File: src/rtl/branch_feedback_tracker.sv
// branch_feedback_tracker
//   Sits between decode, execute and the branch predictor. Decode's
//   conditional branches are forwarded as predictor requests. Each accepted
//   branch is queued in order as {pc, prediction}. When execute resolves the
//   oldest branch, that entry is popped, and one cycle later it is presented
//   on the predictor feedback interface together with the actual outcome.
//   A flush discards every in-flight entry. A resolve arriving in the same
//   cycle as a flush is still fed back.
//
//   Optional feature: define BP_STATS_EN to add the saturating counters
//   o_stat_branches and o_stat_mispredicts.
//
// Ports
//   clk, rst_n                 clock, asynchronous active-low reset
//   i_br_valid/pc/target       branch presented by decode
//   o_br_ready                 queue has a free entry
//   o_br_prediction            predictor answer passed back to fetch
//   o_req_valid/pc/target      predictor request (combinational from decode)
//   i_req_prediction           predictor answer, same cycle as request
//   i_res_valid, i_res_outcome execute resolved the oldest branch
//   i_flush                    pipeline redirect
//   o_fb_valid/pc/prediction/outcome, o_mispredict
//                              predictor feedback, 1 cycle after resolve
//   o_count                    occupied entries
//   o_underflow                sticky: resolve seen while empty
//   o_stat_branches, o_stat_mispredicts (BP_STATS_EN only)
module branch_feedback_tracker #(
  parameter int unsigned DEPTH      = 8,
  parameter int unsigned ADDR_WIDTH = 32,
  parameter int unsigned STAT_WIDTH = 32
) (
  input  logic                     clk,
  input  logic                     rst_n,
  input  logic                     i_br_valid,
  input  logic [ADDR_WIDTH-1:0]    i_br_pc,
  input  logic [ADDR_WIDTH-1:0]    i_br_target,
  output logic                     o_br_ready,
  output logic                     o_br_prediction,
  output logic                     o_req_valid,
  output logic [ADDR_WIDTH-1:0]    o_req_pc,
  output logic [ADDR_WIDTH-1:0]    o_req_target,
  input  logic                     i_req_prediction,
  input  logic                     i_res_valid,
  input  logic                     i_res_outcome,
  input  logic                     i_flush,
  output logic                     o_fb_valid,
  output logic [ADDR_WIDTH-1:0]    o_fb_pc,
  output logic                     o_fb_prediction,
  output logic                     o_fb_outcome,
  output logic                     o_mispredict,
  output logic [$clog2(DEPTH):0]   o_count,
  output logic                     o_underflow
`ifdef BP_STATS_EN
  ,
  output logic [STAT_WIDTH-1:0]    o_stat_branches,
  output logic [STAT_WIDTH-1:0]    o_stat_mispredicts
`endif
);

  localparam int unsigned PW = $clog2(DEPTH);
  localparam int unsigned CW = PW + 1;

  typedef enum logic {
    NOT_TAKEN = 1'b0,
    TAKEN     = 1'b1
  } bp_outcome_e;

  logic [ADDR_WIDTH-1:0] pc_mem_q   [DEPTH];
  logic                  pred_mem_q [DEPTH];

  logic [PW-1:0]         wr_ptr_q, wr_ptr_d;
  logic [PW-1:0]         rd_ptr_q, rd_ptr_d;
  logic [CW-1:0]         count_q,  count_d;

  logic                  fb_valid_q;
  logic [ADDR_WIDTH-1:0] fb_pc_q;
  logic                  fb_pred_q;
  logic                  fb_outcome_q;
  logic                  mispredict_q;
  logic                  underflow_q;

  logic                  push;
  logic                  pop;
  logic                  empty;
  logic                  pop_mis;

  assign empty      = (count_q == '0);
  // Ready only looks at occupancy. A full queue refuses a push even when a
  // pop happens in the same cycle.
  assign o_br_ready = (count_q != CW'(DEPTH));
  assign push       = i_br_valid & o_br_ready & ~i_flush;
  assign pop        = i_res_valid & ~empty;
  assign pop_mis    = pred_mem_q[rd_ptr_q] != i_res_outcome;

  assign o_req_valid     = push;
  assign o_req_pc        = i_br_pc;
  assign o_req_target    = i_br_target;
  assign o_br_prediction = i_req_prediction;

  always_comb begin
    rd_ptr_d = rd_ptr_q + PW'(pop);
    wr_ptr_d = wr_ptr_q + PW'(push);
    count_d  = count_q + CW'(push) - CW'(pop);
    if (i_flush) begin
      // Realign the write pointer just past the entry being popped, if any.
      // This discards everything still queued.
      wr_ptr_d = rd_ptr_d;
      count_d  = '0;
    end
  end

  // Queue storage needs no reset. Count alone decides which entries are live.
  always_ff @(posedge clk) begin
    if (push) begin
      pc_mem_q[wr_ptr_q]   <= i_br_pc;
      pred_mem_q[wr_ptr_q] <= i_req_prediction;
    end
  end

  always_ff @(posedge clk or negedge rst_n) begin
    if (!rst_n) begin
      wr_ptr_q     <= '0;
      rd_ptr_q     <= '0;
      count_q      <= '0;
      fb_valid_q   <= 1'b0;
      fb_pc_q      <= '0;
      fb_pred_q    <= NOT_TAKEN;
      fb_outcome_q <= NOT_TAKEN;
      mispredict_q <= 1'b0;
      underflow_q  <= 1'b0;
    end else begin
      wr_ptr_q     <= wr_ptr_d;
      rd_ptr_q     <= rd_ptr_d;
      count_q      <= count_d;
      fb_valid_q   <= pop;
      mispredict_q <= pop & pop_mis;
      if (pop) begin
        fb_pc_q      <= pc_mem_q[rd_ptr_q];
        fb_pred_q    <= pred_mem_q[rd_ptr_q];
        fb_outcome_q <= i_res_outcome;
      end
      if (i_res_valid && empty) begin
        underflow_q <= 1'b1;
      end
    end
  end

  assign o_fb_valid      = fb_valid_q;
  assign o_fb_pc         = fb_pc_q;
  assign o_fb_prediction = fb_pred_q;
  assign o_fb_outcome    = fb_outcome_q;
  assign o_mispredict    = mispredict_q;
  assign o_count         = count_q;
  assign o_underflow     = underflow_q;

`ifdef BP_STATS_EN
  logic [STAT_WIDTH-1:0] stat_br_q;
  logic [STAT_WIDTH-1:0] stat_mis_q;

  always_ff @(posedge clk or negedge rst_n) begin
    if (!rst_n) begin
      stat_br_q  <= '0;
      stat_mis_q <= '0;
    end else begin
      if (pop && stat_br_q != '1) begin
        stat_br_q <= stat_br_q + 1'b1;
      end
      if (pop && pop_mis && stat_mis_q != '1) begin
        stat_mis_q <= stat_mis_q + 1'b1;
      end
    end
  end

  assign o_stat_branches    = stat_br_q;
  assign o_stat_mispredicts = stat_mis_q;
`endif

endmodule

File: config.mk
export PLATFORM = sky130hd
export DESIGN_NAME = branch_feedback_tracker
export DESIGN_NICKNAME = d
export VERILOG_FILES = /design/src/rtl/branch_feedback_tracker.sv
export SDC_FILE = /design/constraint.sdc
export NUM_CORES = 1
export LEC_CHECK = 0
export ABC_AREA = 1
export CAP_MARGIN = 20
export CORE_UTILIZATION = 45
export CTS_BUF_LIST = sky130_fd_sc_hd__clkbuf_8
export CTS_CLUSTER_SIZE = 40
export DETAILED_ROUTE_END_ITERATION = 6
export GPL_TIMING_DRIVEN = 0
export MAX_ROUTING_LAYER = met4
export PLACE_DENSITY = 0.68
export SLEW_MARGIN = 20
export SYNTH_ARGS = -nofsm -noshare
export SYNTH_HDL_FRONTEND = slang
export SYNTH_SLANG_ARGS = --single-unit
File: constraint.sdc
create_clock -name clk -period 4.1 [get_ports clk]
set_input_delay 0.82 -clock clk [delete_from_list [all_inputs] [get_ports clk]]
set_output_delay 0.82 -clock clk [all_outputs]
set_load 0.01 [all_outputs]
== Word level (Yosys, flattened, before mapping) ==
Memories as Yosys holds them, arrays and structs flattened. A register that Yosys moved wholly into a read port is not among the register bits.
Cells that the tools add are included.

* Magnitude comparators: 0
* Multipliers: 0
* Equality and inequality tests: 2
* Reduce and logical (&&, ||, !) cells: 3
* Add/subtract/negate cells: 4
* Divide/modulo/power cells: 0
* Bitwise operators: 6
* Multiplexer cells: 4
* Shift-type cells: 0

{| class="wikitable"
|+ Operators with widths
! operator !! number
|-
| adder 3 x 1 -> 3 bit || 2
|-
| adder 4 x 1 -> 4 bit || 1
|-
| bitwise AND 1 bit || 4
|-
| logical NOT 4 bit || 1
|-
| 2-to-1 mux 4 bit || 1
|-
| inequality test 4 bit, second input constant || 1
|-
| subtractor 4 x 1 -> 4 bit || 1
|-
| 2-to-1 mux 3 bit || 1
|-
| 2-to-1 mux 1 bit || 2
|-
| inverter 1 bit || 2
|-
| logical AND 1 bit || 1
|-
| logical NOT 1 bit || 1
|-
| inequality test 1 bit || 1
|}

* Latch bits: 0
* Word-level logic and storage cells: 29
* Input bits: 71
* ROM bits: 0
* Memories: 2
* Memory bits (writable): 264
* Output and inout bits: 108
* Bits in registers: 15

{| class="wikitable"
|+ Memory list
! memory !! depth !! width !! rd ports !! clocked after Yosys merged registers in !! wr ports !! line !! RTL
|-
| pc_mem_q || 8 || 32 || 1 || 1 || 1 || 68 || <nowiki>logic [ADDR_WIDTH-1:0] pc_mem_q [DEPTH];</nowiki>
|-
| pred_mem_q || 8 || 1 || 1 || 0 || 1 || 69 || <nowiki>logic pred_mem_q [DEPTH];</nowiki>
|}

== Logic depth before layout (Yosys ltp) ==
Gate-level depths: netlist of run 1.

* Word-level depth: 6
* Gate-level depth with buffers: 14
* Mapped depth without buffers: 13

== Worst setup path after synthesis of run 1 ==
Ideal clock, no wire load.

* Path kind: input-to-reg
* Start point: input i_flush
* End point: memory pc_mem_q[0][0], enable pin
* Arrival time: 2911 ps
* Library setup time: 423 ps
* Buffers on the path: 1
* Path slack: 766 ps
* Stages: 4
* Data required time: 3677 ps
* Cells stage by stage: clkbuf_1 -> nor2_1 -> nand2_1 -> nor2_1

* Longest elaborated chain between the ends: 4

{| class="wikitable"
|+ Ends and longest elaborated chain
! element !! line !! RTL
|-
| start, declared || 45 || <nowiki>input logic i_flush,</nowiki>
|-
| inverter 1 bit || 91 || <nowiki>assign push = i_br_valid & o_br_ready & ~i_flush;</nowiki>
|-
| bitwise AND 1 bit || 91 ||
|-
| via o_req_valid || 39 || <nowiki>output logic o_req_valid,</nowiki>
|-
| 2-to-1 mux 1 bit || 114 || <nowiki>if (push) begin</nowiki>
|-
| 2-to-1 mux 1 bit (implied by the code) || 115 || <nowiki>pc_mem_q[wr_ptr_q] <= i_br_pc;</nowiki>
|-
| end, declared || 68 ||
|}

The timed path passes the listed nets, and every way through them passes these cells.

== Final worst setup path of run 1 ==
* Start point: input i_br_valid
* End point: output o_req_valid

* Longest elaborated chain between the ends: 2

{| class="wikitable"
|+ Ends and longest elaborated chain
! element !! line !! RTL
|-
| start, declared || 34 || <nowiki>input logic i_br_valid,</nowiki>
|-
| bitwise AND 1 bit (2 in series) || 91 ||
|-
| end, declared || 39 ||
|}

Every way passes these cells.

==> results of run 1 <==
## registers in the layout (all words and copies together) (netlist names), 3 cells and up
register	flops
pc_mem_q	256
wr_ptr_q	3
rd_ptr_q	3
o_fb_pc	32
o_count	4
pred_mem_q	8
## final timing paths
check                                       endpoint  cells past startpoint
max in group asynchronous    o_fb_pc[16]$_DFFE_PN0P_                      1
setup / recovery                         o_req_valid                      4
setup reg to reg           pc_mem_q[1][21]$_DFFE_PP_                      8
hold / removal                o_fb_pc[7]$_DFFE_PN0P_                      1
hold reg to reg              o_underflow$_DFFE_PN0P_                      1
min in group clk             o_underflow$_DFFE_PN0P_                      1
## placed cells by master (no fill, tap or decap)
cell	Yosys	routed
clkinvlp_4	0	1
buf_1	10	10
o211ai_1	57	57
edfxtp_1	264	264
nand3_1	48	48
clkbuf_8	0	52
clkinv_2	0	14
o21ai_1	34	34
o21bai_1	1	1
buf_6	8	8
xnor2_1	2	2
buf_12	0	3
clkinv_1	0	9
ha_1	10	10
a21oi_1	30	30
buf_16	0	6
nor2_1	150	142
fa_1	1	1
inv_2	1	1
clkbuf_2	1	1
nand2_1	94	94
clkbuf_1	26	26
xor2_1	1	1
inv_1	57	65
dfrtp_1	47	47
o21ai_0	97	97
inv_6	0	1
clkdlybuf4s50_1	0	144
nor2_4	0	8
bufinv_16	0	3
buf_4	70	71
buf_2	7	7
a21o_1	1	1
a21oi_2	3	3
## cells by family (layout without fill, tap and decap cells)
family          after synthesis  count (layout)  synth area share
compound gates              223             223             0.100
buf+inv                     180             422            0.0793
xor+xnor                      3               3           0.00207
simple gates                292             292            0.0909
fa+ha+maj                    11              11            0.0114
flops                       311             311             0.716
## power breakdown
| part | leakage [nW] | total [mW] | switching (mW) | internal [mW] |
|---|---|---|---|---|
| clock | 0.532 | 2.59 | 1.22 | 1.37 |
| sequential | 2.96 | 4.03 | 0.164 | 3.87 |
| combinational | 2.41 | 3.85 | 2.43 | 1.41 |
## metrics by stage
stage          cell area (µm²)  std cells   util  hold slack (ps)  setup TNS (ps)
2_1_floorplan            12700       1020      -              513               0
3_3_place_gp             14600       1543  0.527              464         -241710
3_5_place_dp             14900       1552  0.537              466               0
4_1_cts                  15900       1640  0.572              321               0
5_1_grt                  15900       1640  0.572              358               0
6_report                 15900       1640  0.572              314               0
## layer usage
metal	wire length, µm	global-route usage
met1	12800	0.284
met2	15400	0.382
met3	2930	0.0367
met4	660	0.0682
met5	0	-
## area by class of cell
| class | instances | share of cell area |
|---|---|---|
| Sequential cell | 311 | 0.573 |
| Multi-Input combinational cell | 529 | 0.168 |
| Clock buffer | 52 | 0.0451 |
| Buffer | 122 | 0.0498 |
| Tap cell | 378 | 0.0298 |
| Inverter | 58 | 0.0137 |
| Clock inverter | 36 | 0.0151 |
| Timing Repair Buffer | 154 | 0.105 |
==> impl_metrics.yaml, run 1 <==
global_routing:
  grt_pass1_vias: 8284
  grt_max_degree: 48
  globalRouteTotalUtil: 0.227
  antenna_found_initial: 0
  overflow: 0
  grt_pass1_wl_um: 47100
sta:
  setup-violations-final: 0
  finalWorstSetupSlack_ps: 977
  finalCritPeriodShare: 0.762
  max_slew_margin: 0.495
  fmax_mhz: 320
  period_needed_ps: 3120
  finalMaxSlewViolations: 0
  rsz0062_at_grt: "no"
  hold_violations: 0
  tightest_slew_ps: 757
  clock_skew_ps: 12.5
drt:
  drt-pass1-iter-count: 5
  detail-route-antenna-nets: 0
  post_drt_wl_per_cell_um: 19.4
  drt_iter0_markers: 729
  route.detailed.drc: 0
  wirelength_um: 31800
  vias: 8617
  vias_per_cell: 5.25
synth:
  yosys_warnings: 0
  syn_area_per_cell_um2: 12.5
  seq_area_frac_synth: 0.716
  syn_nets: 1102
  yosysMostFrequentCell: "edfxtp_1"
  yosysTopAreaCellShare: 0.623
  synth.top_cells.by_count: "edfxtp_1, nor2_1, o21ai_0"
  synthFlopType: "edfxtp_1"
  synth_area_leaders: "edfxtp_1, dfrtp_1, nor2_1"
  ys_async_sr_fraction: 0.151
  syn_inst: 1020
  synthDistinctLibCells: 24
  synth_edf_count: 264
  syn_area_mm2: 0.0127
  synth_seq_cells: 311
  yosysTopAreaCell: "edfxtp_1"
clock_tree:
  clk_pin_slew_ps: 60
  clock_latency_ps: 570
  postCtsHoldBufs: 0
  cts_buffers: 48
  cts_buffer_depth: 3
  cts_resized: 0
  cts_setup_buffers: 0
  cts-root-buf: "clkbuf_8"
  cts_tree: "yes"
  clock-sinks: 311
  htreeDepth: 2
die:
  fp.dieH_um: 170
  io_pins: 179
  start_util: 0.458
  num_rows: 61
  coreArea_mm2: 0.0278
  die_w_um: 170
  die_area_mm2: 0.0289
critical_path:
  crit_top_cell: "clkdlybuf4s50_1"
  critical_path.max_stage_delay_ps: 620
  slowest_stage: "clkdlybuf4s50_1"
  crit_buf_inv: 2
  critPathRequiredTime_ps: 3280
  cp.arrival_ps: 2300
  critPathLaunch: "i_br_valid"
  path_class: "in2out"
  crit_path_cell_trace: "clkdlybuf4s50_1, nand2_1, nor2_1, clkdlybuf4s50_1"
  worst-r2r-setup-slack_ps: 1410
  start_kind: "primary input"
  end_kind: "primary output"
  cp_max_fo: 5
  critical_path.top_delay_family: "buffers and inverters"
  timing.rr.start: "o_count[2]$_DFF_PN0_"
worst_hold_path:
  hp-class: "in2async"
finish:
  antenna_cells: 0
  drive_gt1_frac: 0.142
  syn_to_final_growth_pct: 24.9
  nets: 1306
  fillers: 2290
  multi_input_area_mm2: 0.00266
  seq_area_mm2: 0.00910
pwr:
  peakVddDrop_mv: 0.350
  leakage_nw: 5.90
  power_mw: 10.5
  p_per_area_mw_per_mm2: 659
place:
  pre_cts_slack_ps: 808
  port_buffers: 145
  place.gp.congestion: 0.791
  dpl.hpwl_um: 20500
flow_run:
  cap_violations: 0
status:
  outcome: "finished clean"
No activity file was read; power rests on OpenSTA's default activity.
==> inputs of run 2 (changes only) <==
Settings changed: PLACE_DENSITY 0.68 to 0.7.
Clock period 4.1 ns to 2.8 ns, I/O delays scaled along.
==> run 2 against run 1 <==
Count of clock-buffer cells in the layout increased by 1. First-iteration DRC count rose by 0.55%. Non-clock buffer count stayed put. Largest cell class unchanged.
==> impl_metrics.yaml, run 2 (synthesis results as in run 1) <==
critical_path:
  end_kind: "primary output"
  timing.rr.start: "o_count[2]$_DFF_PN0_"
  path_class: "reg2out"
  critPathRequiredTime_ps: 2240
  rr_worst_depth: 12
  cp_max_fo: 5
  worst-r2r-setup-slack_ps: 160
  start_kind: "register"
  cp.arrival_ps: 2130
  critPathLaunch: "o_count[2]$_DFF_PN0_"
global_routing:
  grt_pass1_wl_um: 46300
  grt_pass1_vias: 8093
  antenna_found_initial: 0
  globalRouteTotalUtil: 0.224
  grt_max_degree: 48
  overflow: 0
flow_run:
  cap_violations: 0
pwr:
  p_per_area_mw_per_mm2: 947
  p_sw_mw: 5.50
  swShare: 0.367
  combPwrFrac: 0.373
  seqPwrFrac: 0.394
  power_mw: 15.0
  clkPwrFrac: 0.232
  leakage_nw: 5.91
  internal_power_mw: 9.49
  peakVddDrop_mv: 0.368
worst_hold_path:
  hp-class: "in2async"
sta:
  tns_ps: 0
  hold_violations: 0
  clock_skew_ps: 15.5
  fmax_mhz: 372
  finalMaxSlewViolations: 0
  max_slew_margin: 0.510
  period_needed_ps: 2690
  finalCritPeriodShare: 0.960
  tightest_slew_ps: 736
  setup-violations-final: 0
finish:
  fillers: 2306
  nets: 1307
  final_area_mm2: 0.0158
  antenna_cells: 0
  top_register: "pc_mem_q"
  largest_register_ffs: 256
  syn_to_final_growth_pct: 24.5
  final_cell_mix: "edfxtp_1, clkdlybuf4s50_1, nor2_1"
  multi_input_area_mm2: 0.00267
  utilization: 0.570
  final_common_cell: "edfxtp_1"
  seq_area_mm2: 0.00910
  fin_cells: 1643
  drive_gt1_frac: 0.133
die:
  io_pins: 179
  num_rows: 61
  die_w_um: 170
  fp.dieH_um: 170
  die_area_mm2: 0.0289
  start_util: 0.458
  coreArea_mm2: 0.0278
clock_tree:
  clock_latency_ps: 590
  clock-sinks: 311
  cts_buffers: 49
  cts_tree: "yes"
  cts_buffer_depth: 3
  clk_pin_slew_ps: 60
  cts-root-buf: "clkbuf_8"
  htreeDepth: 2
drt:
  post_drt_wl_per_cell_um: 18.9
  drt-pass1-iter-count: 5
  vias: 8525
  route.detailed.drc: 0
  drt_iter0_markers: 733
  detail-route-antenna-nets: 0
  vias_per_cell: 5.19
  wirelength_um: 31100
status:
  outcome: "finished clean"
place:
  place.gp.congestion: 0.772
  placedCellCount: 1552
  dpl-instance-area_mm2: 0.0149
  port_buffers: 145
  dpl.hpwl_um: 20100
run 2: cell count changes in the layout (fill, tap and decap cells not counted), sizes merged:
| cell | previous run | this run |
|---|---|---|
| buf | 105 | 104 |
| clkinv | 23 | 8 |
| clkinvlp | 1 | 2 |
| clkbuf | 79 | 81 |
| bufinv | 3 | 0 |
| inv | 67 | 86 |
run 2: worst paths after layout:
kind | end
worst max-delay path | o_req_valid
worst min-delay path | o_fb_pc[7]$_DFFE_PN0P_
worst max register to register | o_count[1]$_DFF_PN0_
worst min register to register | o_underflow$_DFFE_PN0P_
max in group asynchronous | o_fb_pc[31]$_DFFE_PN0P_
min in group clk | o_count[2]$_DFF_PN0_
run 2: timing repair:
action | 4_1_cts | 5_1_grt
hold buffers | 0 | 0
setup endpoints to repair | 1 | 4
gates resized for setup | 1 | 2
cloned | 0 | 0
pin swaps | 0 | 0
setup buffers | 0 | 0
run 2: stage by stage:
stage	setup WS (ps)	hold slack (ps)
floorplan	-363	264
global placement	-1990	462
detailed placement	-198	462
CTS	37.1	48.5
global route	-0.0908	84.2
finish	112	40.8
run 2: per-layer routing:
metal  part of all wire  GRT usage
met2               0.48      0.363
met1               0.41      0.291
met5                  0          -
met4              0.016     0.0752
met3              0.087     0.0344
run 2: cell type report:
cell class                 count  area share
sequential                   311       0.575
multi-input combinational    529       0.169
timing repair buffer         154       0.106
buffer                       122      0.0501
clock buffer                  53      0.0461
tap                          378      0.0299
inverter                      58      0.0138
clock inverter                38      0.0103
run 2: critical path, cell delays in order (launching register included):
cell and delay, ps:
dfrtp_1 350, inv_1 70, ha_1 190, nand3_1 110, nand2_1 90, nor2_4 170
clkdlybuf4s50_1 570
run 2: power groups by stage:
stage                     Sequential [mW]  Combinational (mW)  Clock (mW)
after floorplan                      6.11                3.09           0
after global placement               6.01                5.34           0
after detailed placement             6.00                5.58           0
after CTS                            5.91                5.61        3.51
after global routing                 5.97                6.15        3.73
final                                5.91                5.59        3.48
